==> config.mk <==
export PLATFORM = sky130hd
export DESIGN_NAME = imem_arbiter_flat
export DESIGN_NICKNAME = d
export VERILOG_FILES = /design/src/rtl/imem_arbiter_if.sv /design/src/rtl/imem_arbiter.sv /design/src/flat_wrapper.sv
export SDC_FILE = /design/constraint.sdc
export NUM_CORES = 1
export LEC_CHECK = 0
export ABC_CLOCK_PERIOD_IN_PS = 3800
export CAP_MARGIN = 10
export CORE_MARGIN = 8
export CORE_UTILIZATION = 41
export DETAILED_ROUTE_END_ITERATION = 8
export GPL_ROUTABILITY_DRIVEN = 0
export HOLD_SLACK_MARGIN = 0.15
export PLACE_DENSITY = 0.88
export SLEW_MARGIN = 20
export SYNTH_ARGS = -nofsm -noshare
export SYNTH_HDL_FRONTEND = slang
export SYNTH_SLANG_ARGS = --single-unit
==> constraint.sdc <==
create_clock -name clk -period 3.8 [get_ports clk]
set_input_delay 0.38 -clock clk [delete_from_list [all_inputs] [get_ports clk]]
set_output_delay 0.38 -clock clk [all_outputs]
set_load 0.05 [all_outputs]
==> src/rtl/imem_arbiter_if.sv <==
// Requester and memory-side bus bundle for imem_arbiter.
// slave = arbiter side; master = requesters plus the imem array.
interface imem_arbiter_if #(
    parameter int unsigned ADDR_WIDTH  = 32,
    parameter int unsigned DEPTH_WORDS = 1024
);
    localparam int unsigned MAW = $clog2(DEPTH_WORDS);

    logic                  if_req;
    logic [ADDR_WIDTH-1:0] if_addr;
    logic                  if_gnt;
    logic                  if_rvalid;
    logic [31:0]           if_rdata;
    logic                  if_err;

    logic                  ld_req;
    logic                  ld_we;
    logic [ADDR_WIDTH-1:0] ld_addr;
    logic [31:0]           ld_wdata;
    logic                  ld_gnt;
    logic                  ld_rvalid;
    logic [31:0]           ld_rdata;
    logic                  ld_err;

    logic                  mem_en;
    logic                  mem_we;
    logic [MAW-1:0]        mem_addr;
    logic [31:0]           mem_wdata;
    logic [31:0]           mem_rdata;

    modport slave (
        input  if_req, if_addr, ld_req, ld_we, ld_addr, ld_wdata, mem_rdata,
        output if_gnt, if_rvalid, if_rdata, if_err,
        output ld_gnt, ld_rvalid, ld_rdata, ld_err,
        output mem_en, mem_we, mem_addr, mem_wdata
    );

    modport master (
        output if_req, if_addr, ld_req, ld_we, ld_addr, ld_wdata, mem_rdata,
        input  if_gnt, if_rvalid, if_rdata, if_err,
        input  ld_gnt, ld_rvalid, ld_rdata, ld_err,
        input  mem_en, mem_we, mem_addr, mem_wdata
    );
endinterface

==> src/rtl/imem_arbiter.sv <==
// Shares the single-port imem between the fetch port and the loader/debug port.
// Optional loader write protection of the low region: define IMEM_WRITE_PROTECT_EN.
module imem_arbiter #(
    parameter int unsigned ADDR_WIDTH    = 32,
    parameter int unsigned DEPTH_WORDS   = 1024,
    parameter int unsigned MEM_LATENCY   = 1,
    parameter int unsigned STARVE_LIMIT  = 4,
    parameter int unsigned PROTECT_WORDS = 64,
    parameter logic [31:0] NOP_WORD      = 32'h00000013
) (
    input  logic          clk,
    input  logic          reset,
    imem_arbiter_if.slave bus
);
    localparam int unsigned MAW = $clog2(DEPTH_WORDS);
    localparam int unsigned SW  = $clog2(STARVE_LIMIT + 1);
    localparam int unsigned LW  = (MEM_LATENCY > 1) ? $clog2(MEM_LATENCY) : 1;

    typedef logic [ADDR_WIDTH-1:0] addr_t;

    typedef enum logic [1:0] {
        S_IDLE,
        S_ISSUE,
        S_WAIT,
        S_RESP
    } state_t;

    state_t         state_q, state_d;
    logic           owner_ld_q, owner_ld_d;
    logic           we_q, we_d;
    logic           legal_q, legal_d;
    logic [MAW-1:0] addr_q, addr_d;
    logic [31:0]    wdata_q, wdata_d;
    logic [LW-1:0]  wcnt_q, wcnt_d;
    logic [SW-1:0]  starve_q, starve_d;
    logic [31:0]    rdata_q, rdata_d;
    logic           err_q, err_d;

    logic  starved;
    logic  pick_ld;
    logic  pick_if;
    addr_t sel_addr;
    addr_t sel_word;
    logic  sel_we;
    logic  sel_aligned;
    logic  sel_in_range;
    logic  wp_hit;
    logic  sel_legal;

    // Loader has priority unless fetch has already lost STARVE_LIMIT times in a row.
    always_comb begin
        starved      = (starve_q == SW'(STARVE_LIMIT));
        pick_ld      = bus.ld_req && !(bus.if_req && starved);
        pick_if      = bus.if_req && !pick_ld;
        sel_addr     = pick_ld ? bus.ld_addr : bus.if_addr;
        sel_word     = {2'b00, sel_addr[ADDR_WIDTH-1:2]};
        sel_we       = pick_ld && bus.ld_we;
        sel_aligned  = (sel_addr[1:0] == 2'b00);
        sel_in_range = (sel_word < addr_t'(DEPTH_WORDS));
`ifdef IMEM_WRITE_PROTECT_EN
        wp_hit       = sel_we && (sel_word < addr_t'(PROTECT_WORDS));
`else
        wp_hit       = 1'b0;
`endif
        sel_legal    = sel_aligned && sel_in_range && !wp_hit;
    end

    always_ff @(posedge clk or negedge reset) begin
        if (!reset) begin
            state_q    <= S_IDLE;
            owner_ld_q <= 1'b0;
            we_q       <= 1'b0;
            legal_q    <= 1'b0;
            addr_q     <= '0;
            wdata_q    <= '0;
            wcnt_q     <= '0;
            starve_q   <= '0;
            rdata_q    <= '0;
            err_q      <= 1'b0;
        end else begin
            state_q    <= state_d;
            owner_ld_q <= owner_ld_d;
            we_q       <= we_d;
            legal_q    <= legal_d;
            addr_q     <= addr_d;
            wdata_q    <= wdata_d;
            wcnt_q     <= wcnt_d;
            starve_q   <= starve_d;
            rdata_q    <= rdata_d;
            err_q      <= err_d;
        end
    end

    always_comb begin
        state_d    = state_q;
        owner_ld_d = owner_ld_q;
        we_d       = we_q;
        legal_d    = legal_q;
        addr_d     = addr_q;
        wdata_d    = wdata_q;
        wcnt_d     = wcnt_q;
        starve_d   = starve_q;
        rdata_d    = rdata_q;
        err_d      = err_q;
        unique case (state_q)
            S_IDLE: begin
                if (pick_ld || pick_if) begin
                    state_d    = S_ISSUE;
                    owner_ld_d = pick_ld;
                    we_d       = sel_we;
                    legal_d    = sel_legal;
                    addr_d     = sel_addr[MAW+1:2];
                    wdata_d    = pick_ld ? bus.ld_wdata : '0;
                    // Writes and illegal accesses know their response now; legal reads overwrite it later.
                    err_d      = !sel_legal;
                    rdata_d    = (!sel_legal && !sel_we) ? NOP_WORD : '0;
                    if (pick_if) begin
                        starve_d = '0;
                    end else if (bus.if_req && !starved) begin
                        starve_d = starve_q + SW'(1);
                    end
                end
            end
            S_ISSUE: begin
                if (!legal_q) begin
                    state_d = S_RESP;
                end else if (MEM_LATENCY == 0) begin
                    state_d = S_RESP;
                    if (!we_q) begin
                        rdata_d = bus.mem_rdata;
                    end
                end else begin
                    state_d = S_WAIT;
                    wcnt_d  = LW'(MEM_LATENCY - 1);
                end
            end
            S_WAIT: begin
                if (wcnt_q == '0) begin
                    state_d = S_RESP;
                    if (!we_q) begin
                        rdata_d = bus.mem_rdata;
                    end
                end else begin
                    wcnt_d = wcnt_q - LW'(1);
                end
            end
            S_RESP: begin
                state_d = S_IDLE;
            end
            default: begin
                state_d = S_IDLE;
            end
        endcase
    end

    always_comb begin
        bus.if_gnt    = 1'b0;
        bus.if_rvalid = 1'b0;
        bus.if_rdata  = '0;
        bus.if_err    = 1'b0;
        bus.ld_gnt    = 1'b0;
        bus.ld_rvalid = 1'b0;
        bus.ld_rdata  = '0;
        bus.ld_err    = 1'b0;
        bus.mem_en    = 1'b0;
        bus.mem_we    = 1'b0;
        bus.mem_addr  = '0;
        bus.mem_wdata = '0;
        unique case (state_q)
            S_ISSUE: begin
                bus.if_gnt = !owner_ld_q;
                bus.ld_gnt = owner_ld_q;
                if (legal_q) begin
                    bus.mem_en    = 1'b1;
                    bus.mem_we    = we_q;
                    bus.mem_addr  = addr_q;
                    bus.mem_wdata = wdata_q;
                end
            end
            S_RESP: begin
                if (owner_ld_q) begin
                    bus.ld_rvalid = 1'b1;
                    bus.ld_rdata  = rdata_q;
                    bus.ld_err    = err_q;
                end else begin
                    bus.if_rvalid = 1'b1;
                    bus.if_rdata  = rdata_q;
                    bus.if_err    = err_q;
                end
            end
            default: begin
            end
        endcase
    end
endmodule
==> src/flat_wrapper.sv <==
// flat-port wrapper written by rule: the top's interface ports become plain ports
module imem_arbiter_flat 
#(
    parameter int unsigned ADDR_WIDTH    = 32,
    parameter int unsigned DEPTH_WORDS   = 1024,
    parameter int unsigned MEM_LATENCY   = 1,
    parameter int unsigned STARVE_LIMIT  = 4,
    parameter int unsigned PROTECT_WORDS = 64,
    parameter logic [31:0] NOP_WORD      = 32'h00000013
)
  (clk, reset, bus_if_req, bus_if_addr, bus_ld_req, bus_ld_we, bus_ld_addr, bus_ld_wdata, bus_mem_rdata, bus_if_gnt, bus_if_rvalid, bus_if_rdata, bus_if_err, bus_ld_gnt, bus_ld_rvalid, bus_ld_rdata, bus_ld_err, bus_mem_en, bus_mem_we, bus_mem_addr, bus_mem_wdata);
  imem_arbiter_if #(.ADDR_WIDTH(ADDR_WIDTH), .DEPTH_WORDS(DEPTH_WORDS)) bus_i ();
  input  logic clk;
  input  logic reset;
  input wire logic [$bits(bus_i.if_req)-1:0] bus_if_req;
  input wire logic [$bits(bus_i.if_addr)-1:0] bus_if_addr;
  input wire logic [$bits(bus_i.ld_req)-1:0] bus_ld_req;
  input wire logic [$bits(bus_i.ld_we)-1:0] bus_ld_we;
  input wire logic [$bits(bus_i.ld_addr)-1:0] bus_ld_addr;
  input wire logic [$bits(bus_i.ld_wdata)-1:0] bus_ld_wdata;
  input wire logic [$bits(bus_i.mem_rdata)-1:0] bus_mem_rdata;
  output wire logic [$bits(bus_i.if_gnt)-1:0] bus_if_gnt;
  output wire logic [$bits(bus_i.if_rvalid)-1:0] bus_if_rvalid;
  output wire logic [$bits(bus_i.if_rdata)-1:0] bus_if_rdata;
  output wire logic [$bits(bus_i.if_err)-1:0] bus_if_err;
  output wire logic [$bits(bus_i.ld_gnt)-1:0] bus_ld_gnt;
  output wire logic [$bits(bus_i.ld_rvalid)-1:0] bus_ld_rvalid;
  output wire logic [$bits(bus_i.ld_rdata)-1:0] bus_ld_rdata;
  output wire logic [$bits(bus_i.ld_err)-1:0] bus_ld_err;
  output wire logic [$bits(bus_i.mem_en)-1:0] bus_mem_en;
  output wire logic [$bits(bus_i.mem_we)-1:0] bus_mem_we;
  output wire logic [$bits(bus_i.mem_addr)-1:0] bus_mem_addr;
  output wire logic [$bits(bus_i.mem_wdata)-1:0] bus_mem_wdata;
  assign bus_i.if_req = bus_if_req;
  assign bus_i.if_addr = bus_if_addr;
  assign bus_i.ld_req = bus_ld_req;
  assign bus_i.ld_we = bus_ld_we;
  assign bus_i.ld_addr = bus_ld_addr;
  assign bus_i.ld_wdata = bus_ld_wdata;
  assign bus_i.mem_rdata = bus_mem_rdata;
  assign bus_if_gnt = bus_i.if_gnt;
  assign bus_if_rvalid = bus_i.if_rvalid;
  assign bus_if_rdata = bus_i.if_rdata;
  assign bus_if_err = bus_i.if_err;
  assign bus_ld_gnt = bus_i.ld_gnt;
  assign bus_ld_rvalid = bus_i.ld_rvalid;
  assign bus_ld_rdata = bus_i.ld_rdata;
  assign bus_ld_err = bus_i.ld_err;
  assign bus_mem_en = bus_i.mem_en;
  assign bus_mem_we = bus_i.mem_we;
  assign bus_mem_addr = bus_i.mem_addr;
  assign bus_mem_wdata = bus_i.mem_wdata;
  imem_arbiter #(.ADDR_WIDTH(ADDR_WIDTH), .DEPTH_WORDS(DEPTH_WORDS), .MEM_LATENCY(MEM_LATENCY), .STARVE_LIMIT(STARVE_LIMIT), .PROTECT_WORDS(PROTECT_WORDS), .NOP_WORD(NOP_WORD)) u_core (.clk(clk), .reset(reset), .bus(bus_i));
endmodule
=== Word-level counts from Yosys, hierarchy flattened ===
Cells that the tools add are included.

* Register bits: 84
* Latch bits: 0
* Memory bits (writable): 0
* Memory bits (read-only): 0
* Input port bits: 133
* Output and inout port bits: 114
* Logic and storage cells: 83
* Memories kept: 0

* Add/subtract/negate cells: 2
* Multipliers: 0
* Div/mod/pow operators: 0
* Order comparisons: 1
* Eq/ne operators: 8
* Shift operators: 0
* Multiplexer cells: 38
* Bitwise gates (word level): 0
* Reduce and logical (&&, ||, !) cells: 24

{| class="wikitable"
|+ Operators with widths
! cell !! count
|-
| 32-bit 2-to-1 mux || 11
|-
| 32-bit one-hot mux with 2 select lines || 1
|-
| 30-bit by 11-bit less-than comparator with 1-bit output, second input constant || 1
|-
| 10-bit 2-to-1 mux || 2
|-
| 1-bit 2-to-1 mux || 17
|-
| 2-bit one-hot mux with 4 select lines || 1
|-
| 1-bit logical AND || 7
|-
| 1-bit zero test || 6
|-
| 3-bit 2-to-1 mux || 2
|-
| 2-bit AND reduction || 3
|-
| 2-bit nonzero test || 3
|-
| 5-bit 2-to-1 mux || 1
|-
| 2-bit equality test, second input constant || 2
|-
| 2-bit zero test || 2
|-
| 2-bit 2-to-1 mux || 2
|-
| 2-bit by 1-bit inequality test with 1-bit output, second input constant || 2
|-
| 2-bit inequality test, second input constant || 2
|-
| 4-bit AND reduction || 1
|-
| 3-bit by 1-bit adder with 3-bit output, second input constant || 1
|-
| 3-bit equality test, second input constant || 1
|-
| 3-bit AND reduction || 1
|-
| 2-bit by 1-bit equality test with 1-bit output, second input constant || 1
|-
| 1-bit one-hot mux with 2 select lines || 1
|-
| 1-bit logical OR || 1
|-
| 1-bit subtractor, second input constant || 1
|}

=== Logic depth before layout (Yosys ltp) ===
Gate-level depths: netlist (run 1).

* Depth after elaboration: 12
* Depth in mapped cells: 8
* Depth with buffers taken out: 6

=== Worst setup path after synthesis (run 1) ===
Ideal clock, no wire load.

* Kind: reg-to-output
* Start point: register u_core.state_q[1]
* End point: output port bus_if_rdata[22]
* Arrival: 1.998 ns
* Data required time: 3.420 ns
* Path slack: 1.422 ns
* Stages on the path, launching flop included: 5
* Buffers on the path: 1
* Cell sequence: dfrtp_1 ha_1 nor2b_1 clkbuf_1 and2_1

* Longest elaborated chain between the ends: 2

{| class="wikitable"
|+ RTL lines
! element !! RTL line !! RTL
|-
| start: declaration || imem_arbiter.sv:28 || <nowiki>state_t state_q, state_d;</nowiki>
|-
| start signal: assignment || imem_arbiter.sv:81 || <nowiki>state_q <= state_d;</nowiki>
|-
| 2-bit equality test || imem_arbiter.sv:169 || <nowiki>unique case (state_q)</nowiki>
|-
| 32-bit 2-to-1 mux || imem_arbiter.sv:169 ||
|-
| end: declaration || flat_wrapper.sv:24 || <nowiki>output wire logic [$bits(bus_i.if_rdata)-1:0] bus_if_rdata;</nowiki>
|}

No other way between the ends.

=== Final worst setup path (run 1) ===
* Start point: register u_core.state_q[0]
* End point: output port bus_ld_rdata[28]

* Longest elaborated chain between the ends: 2

{| class="wikitable"
|+ RTL lines
! element !! RTL line !! RTL
|-
| 2-bit equality test || imem_arbiter.sv:169 ||
|-
| 32-bit 2-to-1 mux || imem_arbiter.sv:169 ||
|-
| end: declaration || flat_wrapper.sv:28 || <nowiki>output wire logic [$bits(bus_i.ld_rdata)-1:0] bus_ld_rdata;</nowiki>
|}

No other way between the ends.

==> reports/metrics.cfg, run 1 <==
[yosys]
yosysSeqAreaShare_pct = 49.1
synth-seq-cells = 83
yosysMostFrequentCell = dfrtp_1
ys_types = 30
synth_area_sq_um = 4230
synth_edf_count = 0
yosys_warnings = 0
syn_inst = 456
async_flop_share_pct = 100
synth.avg_cell_area_sq_um = 9.27
syn-num-nets = 596
synth_area_leaders = dfrtp_1, and3_1, nand2_1
yosysTopAreaCell = dfrtp_1
synthFlopType = dfrtp_1
synth_common_cells = dfrtp_1, and3_1, nand2_1
synth.top_cell.area_share_pct = 49.1

[die]
pin_count = 247
initial_core_util_pct = 41.5
die_y_um = 118
rows = 37
die-width_um = 118
coreArea_sq_um = 10200
die_area_sq_um = 13800

[layout]
area_growth_pct = 63.8
diodes = 0
design_area_sq_um = 6930
nets = 818
drive_gt1_share_pct = 8.78
utilization_pct = 68.0

[cts]
htreeDepth = 3
post_cts.repair.setup_buffers = 0
cts-resized-gates = 0
cts_tree = yes
clock_path_buffers = 2
cts_root_buffer = clkbuf_8
clock_latency_ps = 350
clk_pin_slew_ps = 80
clock_sinks = 83
cts_buffers = 9

[critical_path]
critPathLaunchType = register
worstPathCellList = ha_1 > and3_1 > clkdlybuf4s50_1
max_stage_delay_ps = 820
worstSetupPathType = reg2out
cpLargestDelayFamily = buffers and inverters
cp_num_buf_inv = 1
cp_slowest_cell = clkdlybuf4s50_1
critPathCaptureType = primary output
arrival_ps = 2600
required_ps = 3420
worstPathMaxFanout = 35

[job]
max_cap_viol_count = 0

[detailed_routing]
wl_per_cell_um = 17.6
drtIter0Drc = 254
drt_pass1_iterations = 5
vias = 4212
routed_via_density = 5.14
drc = 0
drt-total-wl_um = 14400
ant_nets = 0

[power_and_ir_drop]
power_leakage_uw = 0.00340
finalPower_uw = 4340
ir_drop_mv = 0.392
power.density_nw_per_um2 = 626

[sta]
rsz0062_at_grt = no
fin_crit_sh_pct = 78.5
tns_ps = 0
finalSetupViolCount = 0
max_slew_margin_pct = 34.6
slew_violations = 0
tightest_slew_ps = 981
clock_skew_ps = 11.5
fmax_mhz = 335
hold_viol = 0
period_needed_ps = 2980

[global_route]
antenna_found_initial = 0
overflow = 0
grt_max_degree = 84
grt_use_met1_pct = 23.6
use_met3_pct = 7.67
grt_pass1_wl_um = 23300
grt_pass1_vias = 4513
grt_use_met2_pct = 34.2
grt_usage_pct = 20.4
grt-busiest-layer = met2

[placement]
hpwl_um = 10800
portBuffers = 246
placed_area_sq_um = 6660

[hold_path]
min_path_type = reg2reg

[run_status]
outcome = finished clean

worst reg2reg max path, cell delays in order, from the launching register on:
cell and delay (ps):
dfrtp_1 410, inv_1 170, ha_1 650, buf_4 340, o211ai_1 100, buf_4 250, a211o_1 350, o22ai_1 170
routing by layer:
metal  share of wire (%)  vias to the layer above  routed length [um]
li1                    -                     2038                   -
met3                 9.9                       20                1420
met5                   0                        -                   0
met4                 1.9                        0                 274
met1                  40                     1958                5820
met2                  48                      196                6890
stage by stage:
| step | setup WS [ps] | hold slack, ps | std cells |
|---|---|---|---|
| after floorplan | 1420 | 84.4 | 456 |
| after global placement | 1260 | 455 | 802 |
| after detailed placement | 1160 | 464 | 802 |
| after CTS | 769 | 251 | 818 |
| after global routing | 665 | 503 | 819 |
| final | 817 | 482 | 819 |
state kept, by name, summed over array words and instances, names as in the netlist:
signal / count
u_core.owner_ld_q: 1
u_core.state_q: 2
u_core.we_q: 1
u_core.starve_q: 3
u_core.err_q: 1
u_core.wdata_q: 32
u_core.rdata_q: 32
u_core.legal_q: 1
u_core.addr_q: 10
cell families (layout without fill, tap and decap cells):
kind of cell    count (synthesis)  count (layout)  synth area share [%]
mux                            11              11                  2.63
simple gates                  246             246                  30.8
buf+inv                        45             272                  4.14
flops                          83              83                  49.1
fa+ha+maj                       7               7                  2.07
compound gates                 64              64                  11.3
area by class of cell:
cell class / instances / area [sq um]
timing repair buffer: 252 / 2430
multi-input combinational: 328 / 1990
sequential: 83 / 2080
fill: 783 / 3260
clock buffer: 10 / 138
tap: 136 / 170
inverter: 4 / 15.0
clock inverter: 6 / 111
timing repair:
action,4_1_cts,5_1_grt
endpoints found under the hold margin,0,24
endpoints found under the setup margin,0,0
hold buffers,0,1
placed cells by master (no fill, tap or decap), types with 2 or more instances in the layout:
| cell | netlist | final |
|---|---|---|
| clkdlybuf4s50_1 | 0 | 211 |
| buf_4 | 0 | 39 |
| nor2_1 | 4 | 4 |
| a21oi_1 | 3 | 3 |
| clkbuf_8 | 0 | 10 |
| o21ai_0 | 18 | 17 |
| a21o_1 | 2 | 2 |
| nor4_1 | 9 | 9 |
| nand2_1 | 77 | 77 |
| o22ai_1 | 3 | 3 |
| nand3_1 | 30 | 30 |
| nor2b_1 | 3 | 3 |
| nand4_1 | 4 | 4 |
| and2_1 | 37 | 37 |
| dfrtp_1 | 83 | 82 |
| a22o_1 | 32 | 32 |
| ha_1 | 7 | 7 |
| inv_1 | 4 | 4 |
| mux2i_1 | 10 | 10 |
| nor3_1 | 2 | 2 |
| and3_1 | 77 | 76 |
| bufinv_16 | 0 | 3 |
report_power, final:
group / switching [uW] / internal [uW]
combinational: 1210 / 724
clock: 324 / 456
sequential: 314 / 1310
total: 1850 / 2490
final timing paths:
| check | startpoint | end | slack [ps] | cells past startpoint |
|---|---|---|---|---|
| setup / recovery | u_core.state_q[0] | bus_ld_rdata[28] | 820 | 3 |
| hold / removal | u_core.rdata_q[13] | u_core.rdata_q[13] | 480 | 2 |
| setup reg to reg | u_core.state_q[0] | u_core.rdata_q[0] | 1280 | 7 |
| hold reg to reg | u_core.rdata_q[13] | u_core.rdata_q[13] | 480 | 2 |
| max in group asynchronous | reset | u_core.legal_q | 2570 | 2 |
| min in group asynchronous | reset | u_core.rdata_q[9] | 640 | 2 |
Note: power is estimated with default switching activity, not from simulation.
==> run 2, diff against run 1 <==
Settings changed: ABC_CLOCK_PERIOD_IN_PS 3800 to 2500, CORE_UTILIZATION 41 to 35, PLACE_DENSITY 0.88 to 0.8.
Clock period 3.8 ns to 2.5 ns, I/O delays scaled along.
==> reports/metrics.cfg, run 2 (same netlist as run 1, synthesis figures left out) <==
[run_status]
outcome = finished clean

[job]
max_cap_viol_count = 0

[hold_path]
min_from = u_core.addr_q[1]
min_path_type = reg2reg

[layout]
drive_gt1_share_pct = 20.7
fill_cells = 864
top_regs = u_core.rdata_q (32), u_core.wdata_q (32), u_core.addr_q (10)
design_area_sq_um = 8210
stdcell_count = 832
multiInputGateArea_sq_um = 2000
utilization_pct = 68.9
area_growth_pct = 94.0
regArea_sq_um = 2080
nets = 821
final_cell_mix = clkdlybuf4s50_1, buf_12, dfrtp_1
diodes = 0
mostFrequentLayoutCell = clkdlybuf4s50_1

[die]
die-width_um = 126
die_area_sq_um = 15900
die_y_um = 126
pin_count = 247
coreArea_sq_um = 11900
initial_core_util_pct = 35.5
rows = 40

[detailed_routing]
vias = 4310
drtIter0Drc = 161
drc = 0
routed_via_density = 5.18
ant_nets = 0
drt-total-wl_um = 15900
wl_per_cell_um = 19.1
drt_pass1_iterations = 4

[sta]
clock_skew_ps = 8.06
fmax_mhz = 454
max_slew_margin_pct = 49.4
rsz0062_at_grt = no
whs_ps = 478
tightest_slew_ps = 758
slew_violations = 0
fin_crit_sh_pct = 88.2
tns_ps = 0
hold_viol = 0
period_needed_ps = 2200
finalSetupViolCount = 0

[cts]
cts_tree = yes
clock_path_buffers = 2
clock_sinks = 83
cts-resized-gates = 0
clock_latency_ps = 330
htreeDepth = 3
cts_buffers = 9
clk_pin_slew_ps = 70
cts_root_buffer = clkbuf_16

[power_and_ir_drop]
ir_drop_mv = 0.509
power_leakage_uw = 0.00389
power.density_nw_per_um2 = 879

[critical_path]
required_ps = 2250
r2r-start = u_core.state_q[0]
critPathCaptureType = primary output
arrival_ps = 1950
worstPathMaxFanout = 34
critPathLaunchType = register
cp_num_buf_inv = 1
max_stage_delay_ps = 590
worstSetupPathType = reg2out
cpLargestDelayFamily = simple AND/OR/NAND/NOR gates
worstPathCellList = ha_1 > nor2b_4 > and2_1 > buf_12
crit_path_start = u_core.state_q[1]
cp_slowest_cell = nor2b_4

[global_route]
grt_pass1_vias = 4669
antenna_found_initial = 0
grt_usage_pct = 19.5
overflow = 0
grt_max_degree = 84
grt_pass1_wl_um = 25000

[placement]
portBuffers = 246
placed_area_sq_um = 7920
hpwl_um = 12100
place_inst = 816

-- run 2: cell count changes in the layout (fill, tap and decap cells not counted), sizes merged --
cell           before  now
clkbuf             10   11
clkdlybuf4s50     211  131
bufinv              3    0
clkinv              1    2
buf                40  123
-- run 2: metrics by stage --
stage / setup slack (ps) / power, uW
2_1_floorplan: 252 / 4390
3_3_place_gp: 233 / 5830
3_5_place_dp: 304 / 6040
4_1_cts: 197 / 7280
5_1_grt: 85.9 / 7650
6_report: 296 / 7220
-- run 2: final cells by class --
type,count,share of cell area [%]
clock inverters,4,0.320
well taps,147,2.24
repair buffers,255,44.6
clock buffers,11,2.96
flip-flops and latches,83,25.3
inverters,4,0.183
multi-input cells,328,24.3
-- run 2: repair_timing --
action                    4_1_cts  5_1_grt
buffers inserted                0        0
hold endpoints to repair        0       83
hold buffers                    0        1
-- run 2: path summary, 6_finish.rpt --
kind                       slack, ps  cells past startpoint                 to
setup reg to reg                 300                      7  u_core.rdata_q[4]
setup / recovery                 300                      4    bus_if_rdata[9]
hold / removal                   480                      2   u_core.addr_q[1]
min in group asynchronous        530                      2   u_core.addr_q[2]
max in group asynchronous       1430                      2  u_core.rdata_q[7]
hold reg to reg                  480                      2   u_core.addr_q[1]
-- run 2: layer usage --
metal  track usage (%)  part of all wire [%]
met2              33.4                    50
met1              22.1                    39
met5                 0                     0
met4              6.30                   1.6
met3              7.09                   9.1
-- run 2: where the power goes --
part	total (uW)	internal, uW	switching (uW)
combinational	3570	1500	2070
sequential	2430	1990	437
clock	1220	695	523
-- run 2: worst min-delay path, delay by kind of cell, from the launching register on --
family             cells  cell delay [ps]
DFF                    1              340
AOI/OAI and AO/OA      1               60
and+or+nand+nor        1               50
